**src/rtl/d2_clock_pkg.sv**
```systemverilog
// rtl/d2_clock_pkg.sv - shared types, digit indices and limits for the D2 clock sequencer
package d2_clock_pkg;

    typedef enum logic [1:0] {
        RUN     = 2'b00,
        SET_HR  = 2'b01,
        SET_MIN = 2'b10
    } set_state_t;

    // Kind of strobe burst to issue; a pending slot holds one of these.
    typedef enum logic [2:0] {
        REQ_NONE,
        REQ_TICK,
        REQ_HR,
        REQ_MIN,
        REQ_SEC0
    } req_t;

    localparam int SEC_U = 0;
    localparam int SEC_T = 1;
    localparam int MIN_U = 2;
    localparam int MIN_T = 3;
    localparam int HR_U  = 4;
    localparam int HR_T  = 5;

    localparam logic [3:0] LIM_9 = 4'd9;
    localparam logic [3:0] LIM_5 = 4'd5;
    localparam logic [3:0] LIM_2 = 4'd2;
    localparam logic [3:0] LIM_3 = 4'd3;

    // At or beyond the limit, so unreachable values also wrap to zero.
    function automatic logic at_limit(input logic [3:0] value, input logic [3:0] limit);
        return value >= limit;
    endfunction

endpackage

```
**src/rtl/button_debounce.sv**
```systemverilog
// rtl/button_debounce.sv - two-flop synchroniser, debounce counter and press-event pulse
module button_debounce #(
    parameter int DEBOUNCE_CYCLES = 1024
) (
    input  logic clock,
    input  logic n_reset,
    input  logic btn_i,
    output logic press_o
);

    localparam int CW = $clog2(DEBOUNCE_CYCLES + 1);
    localparam logic [CW-1:0] CNT_LAST = CW'(DEBOUNCE_CYCLES - 1);

    logic          sync1_q, sync2_q;
    logic          level_q, level_d;
    logic          press_q, press_d;
    logic [CW-1:0] cnt_q, cnt_d;

    // Any sample agreeing with the accepted level restarts the stability count.
    always_comb begin
        level_d = level_q;
        cnt_d   = '0;
        press_d = 1'b0;
        if (sync2_q != level_q) begin
            if (cnt_q == CNT_LAST) begin
                level_d = sync2_q;
                press_d = sync2_q;
            end else begin
                cnt_d = cnt_q + 1'b1;
            end
        end
    end

    always_ff @(posedge clock or negedge n_reset) begin
        if (!n_reset) begin
            sync1_q <= 1'b0;
            sync2_q <= 1'b0;
            level_q <= 1'b0;
            press_q <= 1'b0;
            cnt_q   <= '0;
        end else begin
            sync1_q <= btn_i;
            sync2_q <= sync1_q;
            level_q <= level_d;
            press_q <= press_d;
            cnt_q   <= cnt_d;
        end
    end

    assign press_o = press_q;

endmodule

```
**src/rtl/time_sequencer.sv**
```systemverilog
// rtl/time_sequencer.sv - 1 Hz time base, HH:MM:SS carry decode and two-button set mode
module time_sequencer
    import d2_clock_pkg::*;
#(
    parameter int CLK_HZ          = 32768,
    parameter int DEBOUNCE_CYCLES = 1024
) (
    input  logic        clock,
    input  logic        n_reset,
    input  logic [23:0] digits,
    input  logic        mode_btn,
    input  logic        adv_btn,
    output logic [5:0]  increment,
    output logic [5:0]  zero,
    output logic        second,
    output logic [1:0]  set_state
);

    localparam int PW = (CLK_HZ > 1) ? $clog2(CLK_HZ) : 1;
    localparam logic [PW-1:0] PRESC_MAX = PW'(CLK_HZ - 1);

    set_state_t    state_q, state_d;
    req_t          pend_q, pend_d;
    req_t          req, issue;
    logic [PW-1:0] presc_q, presc_d;
    logic [5:0]    inc_q, inc_d;
    logic [5:0]    zero_q, zero_d;
    logic          sec_q, sec_d;
    logic          mode_ev, adv_ev;

    button_debounce #(.DEBOUNCE_CYCLES(DEBOUNCE_CYCLES)) u_mode_db (
        .clock   (clock),
        .n_reset (n_reset),
        .btn_i   (mode_btn),
        .press_o (mode_ev)
    );

    button_debounce #(.DEBOUNCE_CYCLES(DEBOUNCE_CYCLES)) u_adv_db (
        .clock   (clock),
        .n_reset (n_reset),
        .btn_i   (adv_btn),
        .press_o (adv_ev)
    );

    // Mode always beats adv; the tick still fires when mode arrives in RUN.
    always_comb begin
        state_d = state_q;
        presc_d = '0;
        req     = REQ_NONE;
        case (state_q)
            RUN: begin
                presc_d = (presc_q == PRESC_MAX) ? '0 : presc_q + 1'b1;
                if (presc_q == PRESC_MAX) req = REQ_TICK;
                if (mode_ev) begin
                    state_d = SET_HR;
                    presc_d = '0;
                end
            end
            SET_HR: begin
                if (mode_ev)     state_d = SET_MIN;
                else if (adv_ev) req = REQ_HR;
            end
            SET_MIN: begin
                if (mode_ev) begin
                    state_d = RUN;
                    req     = REQ_SEC0;
                end else if (adv_ev) begin
                    req = REQ_MIN;
                end
            end
            default: state_d = RUN;
        endcase
    end

    // While strobes are out, digits are stale; defer new work by one cycle.
    always_comb begin
        issue  = REQ_NONE;
        pend_d = pend_q;
        if (|inc_q) begin
            if (pend_q == REQ_NONE) pend_d = req;
        end else if (pend_q != REQ_NONE) begin
            issue  = pend_q;
            pend_d = req;
        end else begin
            issue = req;
        end
    end

    logic [3:0] su, st, mu, mt, hu, ht;
    logic       su_l, st_l, mu_l, mt_l, hu_l, ht_l, hr_wrap;
    logic       sec_go, min_go, hr_go;
    logic [5:0] zero_raw;

    always_comb begin
        su      = digits[SEC_U*4 +: 4];
        st      = digits[SEC_T*4 +: 4];
        mu      = digits[MIN_U*4 +: 4];
        mt      = digits[MIN_T*4 +: 4];
        hu      = digits[HR_U*4 +: 4];
        ht      = digits[HR_T*4 +: 4];
        su_l    = at_limit(su, LIM_9);
        st_l    = at_limit(st, LIM_5);
        mu_l    = at_limit(mu, LIM_9);
        mt_l    = at_limit(mt, LIM_5);
        hu_l    = at_limit(hu, LIM_9);
        ht_l    = at_limit(ht, LIM_2);
        hr_wrap = ht_l && at_limit(hu, LIM_3);

        inc_d    = '0;
        zero_raw = {ht_l, hu_l || hr_wrap, mt_l, mu_l, st_l, su_l};
        sec_go   = 1'b0;
        min_go   = 1'b0;
        hr_go    = 1'b0;
        case (issue)
            REQ_TICK: sec_go = 1'b1;
            REQ_MIN:  min_go = 1'b1;
            REQ_HR:   hr_go  = 1'b1;
            REQ_SEC0: begin
                inc_d[SEC_U]    = 1'b1;
                inc_d[SEC_T]    = 1'b1;
                zero_raw[SEC_U] = 1'b1;
                zero_raw[SEC_T] = 1'b1;
            end
            default: ;
        endcase

        if (sec_go) begin
            inc_d[SEC_U] = 1'b1;
            inc_d[SEC_T] = su_l;
            min_go       = su_l && st_l;
        end
        // Minute adjust never carries into hours; only a running tick does.
        if (min_go) begin
            inc_d[MIN_U] = 1'b1;
            inc_d[MIN_T] = mu_l;
            if (sec_go && mu_l && mt_l) hr_go = 1'b1;
        end
        if (hr_go) begin
            inc_d[HR_U] = 1'b1;
            inc_d[HR_T] = hu_l || hr_wrap;
        end

        zero_d = zero_raw & inc_d;
        sec_d  = (issue == REQ_TICK);
    end

    always_ff @(posedge clock or negedge n_reset) begin
        if (!n_reset) begin
            state_q <= RUN;
            presc_q <= '0;
            pend_q  <= REQ_NONE;
            inc_q   <= '0;
            zero_q  <= '0;
            sec_q   <= 1'b0;
        end else begin
            state_q <= state_d;
            presc_q <= presc_d;
            pend_q  <= pend_d;
            inc_q   <= inc_d;
            zero_q  <= zero_d;
            sec_q   <= sec_d;
        end
    end

    assign increment = inc_q;
    assign zero      = zero_q;
    assign second    = sec_q;
    assign set_state = state_q;

endmodule

```
**config.mk**
```make
export PLATFORM = sky130hd
export DESIGN_NAME = time_sequencer
export DESIGN_NICKNAME = d
export VERILOG_FILES = /design/src/rtl/d2_clock_pkg.sv /design/src/rtl/button_debounce.sv /design/src/rtl/time_sequencer.sv
export SDC_FILE = /design/constraint.sdc
export NUM_CORES = 1
export LEC_CHECK = 0
export BUFFER_PORTS_ARGS = -buffer_cell sky130_fd_sc_hd__buf_2
export CAP_MARGIN = 5
export CORE_ASPECT_RATIO = 0.5
export CORE_MARGIN = 3
export CORE_UTILIZATION = 50
export CTS_BUF_LIST = sky130_fd_sc_hd__clkbuf_4 sky130_fd_sc_hd__clkbuf_8 sky130_fd_sc_hd__clkbuf_16
export CTS_CLUSTER_DIAMETER = 40
export DETAILED_ROUTE_END_ITERATION = 8
export GPL_TIMING_DRIVEN = 0
export HOLD_SLACK_MARGIN = 0.06
export PLACE_DENSITY = 0.81
export SLEW_MARGIN = 5
export SYNTH_ARGS = -nofsm -noshare
export SYNTH_HDL_FRONTEND = slang
export SYNTH_SLANG_ARGS = --single-unit
```
**constraint.sdc**
```tcl
create_clock -name clock -period 1.96 [get_ports clock]
set_clock_uncertainty 0.2 [all_clocks]
set_input_delay 0 -clock clock [delete_from_list [all_inputs] [get_ports clock]]
set_output_delay 0 -clock clock [all_outputs]
set_load 0.05 [all_outputs]
```
== Yosys cells after proc, flatten, opt, wreduce, memory -nomap -nowiden ==
Index checks and enable logic that the tools add are counted.
Word-level totals
  register bits: 63
  input bits: 28
  output and inout bits: 15
  word-level logic and storage cells: 93
Operators by class
  add/sub/neg operators: 3
  order comparisons: 7
  eq/ne operators: 15
  muxes and demuxes: 37
  bitwise logic cells: 1
  reduce and logical (&&, ||, !) cells: 14
Operators with widths (count)
  $mux W15: 3
  $mux W11: 4
  $add A11 B1 Y11 const B: 2
  $eq A11 B10 Y1 const B: 2
  $mux W2: 11
  $mux W3: 6
  $add A15 B1 Y15 const B: 1
  $eq A15 B15 Y1 const B: 1
  $ge A4 B4 Y1 const B: 3
  $mux W1: 11
  $pmux W3 S3: 1
  $ge A4 B2 Y1 const B: 2
  $ge A4 B3 Y1 const B: 2
  $ne A2 B1 Y1 const B: 4
  $and A6 B6 Y6: 1
  $eq A3 B2 Y1 const B: 2
  $pmux W2 S3: 1
  $reduce_and A2 Y1: 3
  $reduce_or A6 Y1: 1
  $logic_and A1 B1 Y1: 4
  $eq A3 B1 Y1 const B: 1
  $eq A3 B3 Y1 const B: 1
  $logic_not A3 Y1: 1
  $reduce_and A3 Y1: 1
  7 further kinds: 8

== Longest topological paths before layout ==
Gate-level depths: netlist (run 1).
  depth after elaboration: 13
  mapped depth: 6
  gate-level depth less buffers: 6

== Cells and area by module ==
A second synthesis (run 1) with hierarchy kept.
Unflattened totals
  cells, all modules: 273
  area, all modules: 2890.3 um^2
Modules (own cells, without submodules)
  time_sequencer: instances 1, cells an instance 155, area an instance 1589.0 um^2, sequential area each 775.7 um^2
  button_debounce: instances 2, cells an instance 59, area an instance 650.6 um^2, sequential area each 375.4 um^2

== Worst setup path after synthesis (run 1) ==
Ideal clock, no wire load.
  path kind: register -> register
  from: register inc_q[1], in the netlist increment[1]
  to: register zero_q[5], in the netlist zero[5]
  library setup time: 0.120 ns
  data arrival time: 1.952 ns
  setup slack: -0.311 ns
  stages on the path, launching flop included: 6
  path buffers: 0
  cell sequence: dfrtp_1 -> nor4_1 -> nand2_1 -> o22ai_4 -> mux2_4 -> and3_1
On the way
  word-level cells in the longest chain between the ends: 10
Ends and longest elaborated chain
  start: declaration: line time_sequencer.sv:26  | logic [5:0] inc_q, inc_d;
  start signal: assignment: line time_sequencer.sv:159  | inc_q <= inc_d;
  $reduce_or A6 Y1 *: line time_sequencer.sv:79  | if (|inc_q) begin
  $mux W3 *: line time_sequencer.sv:79
  $eq A3 B1 Y1: line time_sequencer.sv:114  | case (issue)
  $mux W1: line time_sequencer.sv:114
  $logic_and A1 B1 Y1 (2 in a row): line time_sequencer.sv:136  | if (sec_go && mu_l && mt_l) hr_go = 1'b1;
  $mux W1: line time_sequencer.sv:136
  $mux W1 *: line time_sequencer.sv:133  | if (min_go) begin
  named net hr_go: line time_sequencer.sv:91  | logic sec_go, min_go, hr_go;
  $mux W2 *: line time_sequencer.sv:138  | if (hr_go) begin
  $and A6 B6 Y6 *: line time_sequencer.sv:143  | zero_d = zero_raw & inc_d;
  named net zero_d[5]: line time_sequencer.sv:27  | logic [5:0] zero_q, zero_d;
  end signal: assignment: line time_sequencer.sv:160  | zero_q <= zero_d;
  end: declaration: line time_sequencer.sv:27
The timed path passes the listed nets; every way through them passes the cells marked *.
A chain may end at the register's enable or synchronous reset.

== Worst setup path in the final report (run 1) ==
  from: register presc_q[8]
  to: register inc_q[1], in the netlist increment[1]
On the way
  word-level cells in the longest chain between the ends: 8
Ends and longest elaborated chain
  start: declaration: line time_sequencer.sv:25  | logic [PW-1:0] presc_q, presc_d;
  start signal: assignment: line time_sequencer.sv:157  | presc_q <= presc_d;
  $eq A15 B15 Y1 *: line time_sequencer.sv:53  | if (presc_q == PRESC_MAX) req = REQ_TICK;
  $mux W1 *: line time_sequencer.sv:53
  $pmux W3 S3 *: line time_sequencer.sv:50  | case (state_q)
  $mux W3 *: line time_sequencer.sv:81  | end else if (pend_q != REQ_NONE) begin
  $mux W3 *: line time_sequencer.sv:79
  $eq A3 B3 Y1 / $eq A3 B1 Y1 (equally long branches): line time_sequencer.sv:114
  $mux W2 / $mux W1 (equally long branches): line time_sequencer.sv:114
  $mux W2 *: line time_sequencer.sv:127  | if (sec_go) begin
  named net inc_d[1]: line time_sequencer.sv:26
Marked as above.

==> results.toml, run 1 <==
[outcome]
status = "finished with violations"
violations = "setup timing"

[route]
routedWlPerCell_um = 17.15
vias = 2400
firstDrtPassIters = 4
antenna_left = 0
drcViolationCount = 0
drt-initial-drc-count = 158
viasPerCell = 5.556
wl_um = 7408

[yosys]
syn_area_um2 = 2788
yosys_warnings = 0
ys.flop_type = "dfrtp_1"
synth_edf_count = 0
synth.largest_area_cell = "dfrtp_1"
ys_ff_latch = 61
yosysTopAreaCellShare_pct = 54.76
syn_nets = 299
synthTopCellsByArea = "dfrtp_1 55%, nor2_1 6.5%, xnor2_1 5.7%"
ys_async_sr_fraction_pct = 100.0
netlist_instances = 268
synth_area_per_cell_um2 = 10.40
synthDistinctLibCells = 43
ys_seq_area_share_pct = 54.76

[cells_and_area]
final_cell_mix = "55 x dfrtp_1, 48 x nor2_1, 40 x buf_2"
area_growth_pct = 34.25
final_area_um2 = 3742
n_antenna_cell = 0
fin_nets = 388
final_common_cell = "dfrtp_1"
drive_gt1_share_pct = 32.87

[timing]
clock.fmax_mhz = 457.9
worst_slew_pin_slew_ps = 741.0
timing.final.crit_share_pct = 111.4
period_minus_slack_ps = 2184
slew_viol_final = 0
maxSlewHeadroom_pct = 50.60
rsz0062_at_grt = "true"
finalSetupViolations = 11
hold_viol_final = 0
setup_ws_ps = -223.8

[floorplan]
fp.dieW_um = 111.6
core_area_um2 = 5157
start_util_pct = 54.05
die_y_um = 58.80
rows = 18
die_area_um2 = 6562
ios = 43

[power_and_ir_drop]
switching_share_pct = 23.49
p_per_area_nw_per_um2 = 636.4
p_sw_uw = 559.6
clkPwrFrac_pct = 40.0
p_leak_uw = 0.001799
pwr-share-seq_pct = 54.0
vdd_drop_max_mv = 0.3836
internal_power_uw = 1822
pwr-share-comb_pct = 6.0

[grt]
antenna_found_initial = 0
grt_pass1_vias = 2320
grt_max_degree = 62
grtUsageTotal_pct = 20.86
gr-total-overflow = 0
grt_pass1_wl_um = 10610

[flow_run]
maxCapViolCount = 0

[clock_network]
clk_latency_ps = 340
cts_root_buf = "clkbuf_8"
cts_made_buffers = 9
tritoncts = "yes"
path_clk_slew_ps = 70
cts_sinks = 61
ctsLongestPathBuffers = 2
htree_levels = 3

[critical_path]
arrival_ps = 2180
end_kind = "register"
critPathKind = "reg2reg"
worstPathRequired_ps = 1960
timing.critical_path.fanout_max = 4
start_kind = "register"

[placement]
placed_cell_area_um2 = 3127
dp_slack_ps = -237.3
place.gp.congestion = 0.8280
portBuffers = 41
hpwl_um = 3772

[min_path]
hold_path.class = "in2async"
-- cell families (layout without fill, tap and decap cells) --
family          count (synthesis)  in the layout  synth area share, %
buf+inv                        10            104                1.661
xor+xnor                       36             36                11.31
flops                          61             61                54.76
fa+ha+maj                       3              3                1.347
mux                             4              4                1.750
simple gates                  127            127                22.40
compound gates                 27             27                6.778
-- stage by stage --
step           utilization, %  total power [uW]  setup TNS, ps  std cells  hold slack, ps
2_1_floorplan               -              1340         -165.3        268          -495.6
3_3_place_gp            60.63              1396         -830.1        379          -89.09
3_5_place_dp            60.63              1401          -1409        379          -90.23
4_1_cts                 69.87              2366         -260.0        427           93.88
5_1_grt                 72.56              2467          -1713        432           97.98
6_report                72.56              2382          -1259        432           60.28
-- worst max-delay path, stage by stage (launching register included) --
cell and delay, ps:
dfrtp_1 430, nand2_1 150, or4_4 570, o22ai_4 150, buf_4 160, buf_6 100, or3b_4 150, o21ai_0 130
-- power groups by stage --
stage	clock (uW)	sequential (uW)	combinational (uW)
after floorplan	0	1310	33.0
after global placement	0	1310	87.6
after detailed placement	0	1310	91.1
after CTS	956	1290	123
after global routing	1020	1290	154
final	952	1290	142
-- routing by layer --
metal	track usage [%]	routed length, um	share of wire, %	vias to the layer above
li1	-	-	-	1087
met1	23.48	2956	40	1188
met2	39.07	3825	52	94
met3	5.544	376	5.1	31
met4	7.972	249	3.4	0
met5	0	0	0	-
-- synth_stat cells, types with 2 or more instances --
master and count:
o21ai_0 6, dfrtp_1 61, nand4_1 7, and3_1 10
xor2_1 18, o21ai_1 2, nand3_1 10, nand2b_1 3
nand2_1 24, o31ai_1 2, and4_1 3, ha_1 3
mux2_2 3, or2_2 2, or3_1 2, nor2b_1 3
inv_1 5, nor4_1 3, nor3b_1 2, buf_4 2
nor3_1 4, nor2_1 48, a21oi_1 6, xnor2_1 18
o21a_1 2, clkbuf_1 2
-- worst paths after layout --
path,startpoint,to,slack [ps],cells past startpoint
max,presc_q[8],increment[1],-220,7
min,n_reset,zero[5],60,2
max reg2reg,presc_q[8],increment[1],-220,7
min reg2reg,u_adv_db.sync1_q,u_adv_db.sync2_q,160,0
max in group asynchronous,n_reset,set_state[1],950,2
min in group clock,mode_btn,u_mode_db.sync1_q,110,2
-- flip-flops by register name (all words and copies together) (netlist names), 2 cells and up --
signal	count
presc_q	15
u_adv_db.cnt_q	11
zero	5
set_state	2
u_mode_db.cnt_q	11
pend_q	3
increment	5
-- timing repair --
item                                   4_1_cts  5_1_grt
setup buffers                               12        6
setup endpoints to repair                   26       39
endpoints found under the hold margin       71        0
resized for setup                            6       27
hold buffers                                20        0
pin swaps                                    3        5
gates cloned                                 0        1
-- area by class of cell --
type,count,area [um2]
Inverter,5,18.77
Tap cell,70,87.58
Clock buffer,11,138.9
Clock inverter,5,27.53
Multi-Input combinational cell,197,1349
Buffer,3,26.28
Fill cell,333,1415
Timing Repair Buffer,80,560.5
Sequential cell,61,1534
No activity file was read; power rests on OpenSTA's default activity.
==> run 2: changes to the inputs <==
--- a/config.mk
+++ b/config.mk
@@ -15,7 +15,7 @@
 export DETAILED_ROUTE_END_ITERATION = 8
 export GPL_TIMING_DRIVEN = 0
 export HOLD_SLACK_MARGIN = 0.06
-export PLACE_DENSITY = 0.81
+export PLACE_DENSITY = 0.74
 export SLEW_MARGIN = 5
 export SYNTH_ARGS = -nofsm -noshare
 export SYNTH_HDL_FRONTEND = slang
==> run 2 against run 1 <==
The flow still finishes with violations (setup timing). Critical endpoint is now increment[0]. Combinational power decreased by 3%. Wire length decreased by 9.3%. Sequential power about the same. Utilization increased by 1.2 points. Setup slack improved by 47 ps. Power increased by 7.0%. Maximum frequency increased by 2.2%. Non-clock buffer count unchanged. Die area unchanged. Largest power group unchanged. Flip-flop and latch count unchanged. Global-route usage decreased by 0.88 points.
==> results.toml, run 2 (same netlist as run 1, synthesis figures left out) <==
[grt]
antenna_found_initial = 0
grt_pass1_vias = 2228
gr-total-overflow = 0
grt_pass1_wl_um = 10180
grt-busiest-layer = "met2"
grt_use_met1_pct = 23.08
grtUsageTotal_pct = 19.99
gr-usage-met3_pct = 8.008
grt_max_degree = 62
use_met2_pct = 35.30

[min_path]
hold_path.class = "in2async"

[placement]
hpwl_um = 3622
placed_cell_area_um2 = 3127
portBuffers = 41
place_inst = 379
place.gp.congestion = 0.8034

[route]
routedWlPerCell_um = 15.55
drcViolationCount = 0
antenna_left = 0
wl_um = 6717
viasPerCell = 5.405
firstDrtPassIters = 4
vias = 2335
drt-initial-drc-count = 156

[critical_path]
arrival_ps = 2130
crit_chain = "ha_2 -> nand4_1 -> or4_4 -> o22ai_4 -> buf_4 -> buf_6 -> or3b_4 -> nand2_1"
critPathKind = "reg2reg"
cpPeakStageDelay_ps = 460
start_kind = "register"
worstPathRequired_ps = 1950
timing.critical_path.fanout_max = 4
cp_slowest_cell = "or4_4"
end_kind = "register"

[power_and_ir_drop]
p_leak_uw = 0.001808
finalPower_uw = 2549
p_per_area_nw_per_um2 = 670.0
vdd_drop_max_mv = 0.3762

[cells_and_area]
final_cells = 432
final_area_um2 = 3804
fill_cells = 345
multiInputGateArea_um2 = 1376
drive_gt1_share_pct = 33.70
largest_register_ffs = 15
final_cell_mix = "55 x dfrtp_1, 47 x nor2_1, 40 x buf_2"
top_register = "presc_q"
final_common_cell = "dfrtp_1"
fin_nets = 388
n_antenna_cell = 0
seqCellArea_um2 = 1534
area_growth_pct = 36.45
reg_top3 = "presc_q x15, u_adv_db.cnt_q x11, u_mode_db.cnt_q x11"

[outcome]
violations = "setup timing"
status = "finished with violations"

[timing]
maxSlewHeadroom_pct = 49.17
slew_viol_final = 0
rsz0062_at_grt = "true"
clock.fmax_mhz = 467.9
finalSetupViolations = 10
setup_ws_ps = -177.2
period_minus_slack_ps = 2137
timing.final.crit_share_pct = 109.0
worst_slew_pin_slew_ps = 762.5
hold_viol_final = 0

[floorplan]
start_util_pct = 54.05
ios = 43
die_area_um2 = 6562
die_y_um = 58.80
core_area_um2 = 5157
fp.dieW_um = 111.6
rows = 18

[clock_network]
cts_sinks = 61
ctsLongestPathBuffers = 2
clk_latency_ps = 340
tritoncts = "yes"
path_clk_slew_ps = 70
cts_made_buffers = 9
cts_root_buf = "clkbuf_8"
htree_levels = 3

[flow_run]
maxCapViolCount = 0
## run 2: cell types whose count changed in the layout (fill, tap and decap cells not counted), moves of 2 or more
cell      previous run  this run
clkbuf_8             9        11
nor3_1               1         3
o21ai_1              1         4
nor3_2               3         1
clkinv_2             4         2
nand2_4              1         3
o21ai_0              5         2
## run 2: power by group
part	switching (uW)	internal [uW]	leakage [uW]
clock	478	646	0.000103
combinational	68.3	69.9	0.000889
sequential	13.3	1270	0.000815
total	560	1990	0.00181
## run 2: repair_timing
item,CTS,global route
hold buffers,20,0
setup buffers,12,5
pin swaps,5,5
gates resized for setup,9,31
cloned,0,1
endpoints found under the setup margin,19,40
endpoints found under the hold margin,71,0
## run 2: per-stage QoR
step | TNS (ps) | utilization, % | hold slack [ps] | worst slack (ps)
5_1_grt | -1936 | 73.75 | 84.31 | -232.0
6_report | -1058 | 73.75 | 75.75 | -177.2
2_1_floorplan | -165.3 | - | -495.6 | -96.86
3_5_place_dp | -1419 | 60.63 | -90.26 | -261.9
3_3_place_gp | -1078 | 60.63 | -89.99 | -219.8
4_1_cts | -163.0 | 70.79 | 81.70 | -102.5
## run 2: metal layers
metal,vias to the layer above,share of wire (%)
li1,1095,-
met1,1129,41
met2,93,50
met3,18,6.4
met4,0,2.5
met5,-,0
## run 2: layout make-up
type,count,share of cell area (%)
sequential,61,40.33
multi-input combinational,197,36.18
timing repair buffer,79,14.37
clock buffer,12,4.013
tap,70,2.303
clock inverter,4,1.250
buffer,4,1.053
inverter,5,0.4934
## run 2: critical path, delay by kind of cell, from the launching register on
kind | cells | cell delay, ps
simple gates | 4 | 780
flops | 1 | 380
buf+inv | 2 | 270
fa+ha+maj | 1 | 200
compound gates | 1 | 160
## run 2: path summary, 6_finish.rpt
kind | startpoint | endpoint | slack [ps] | depth (start not counted)
hold reg to reg | u_mode_db.sync1_q | u_mode_db.sync2_q | 150 | 0
max in group asynchronous | n_reset | set_state[1] | 920 | 2
min in group clock | mode_btn | u_mode_db.sync1_q | 100 | 2
setup reg to reg | presc_q[0] | increment[0] | -180 | 8
setup / recovery | presc_q[0] | increment[0] | -180 | 8
hold / removal | n_reset | presc_q[7] | 80 | 2
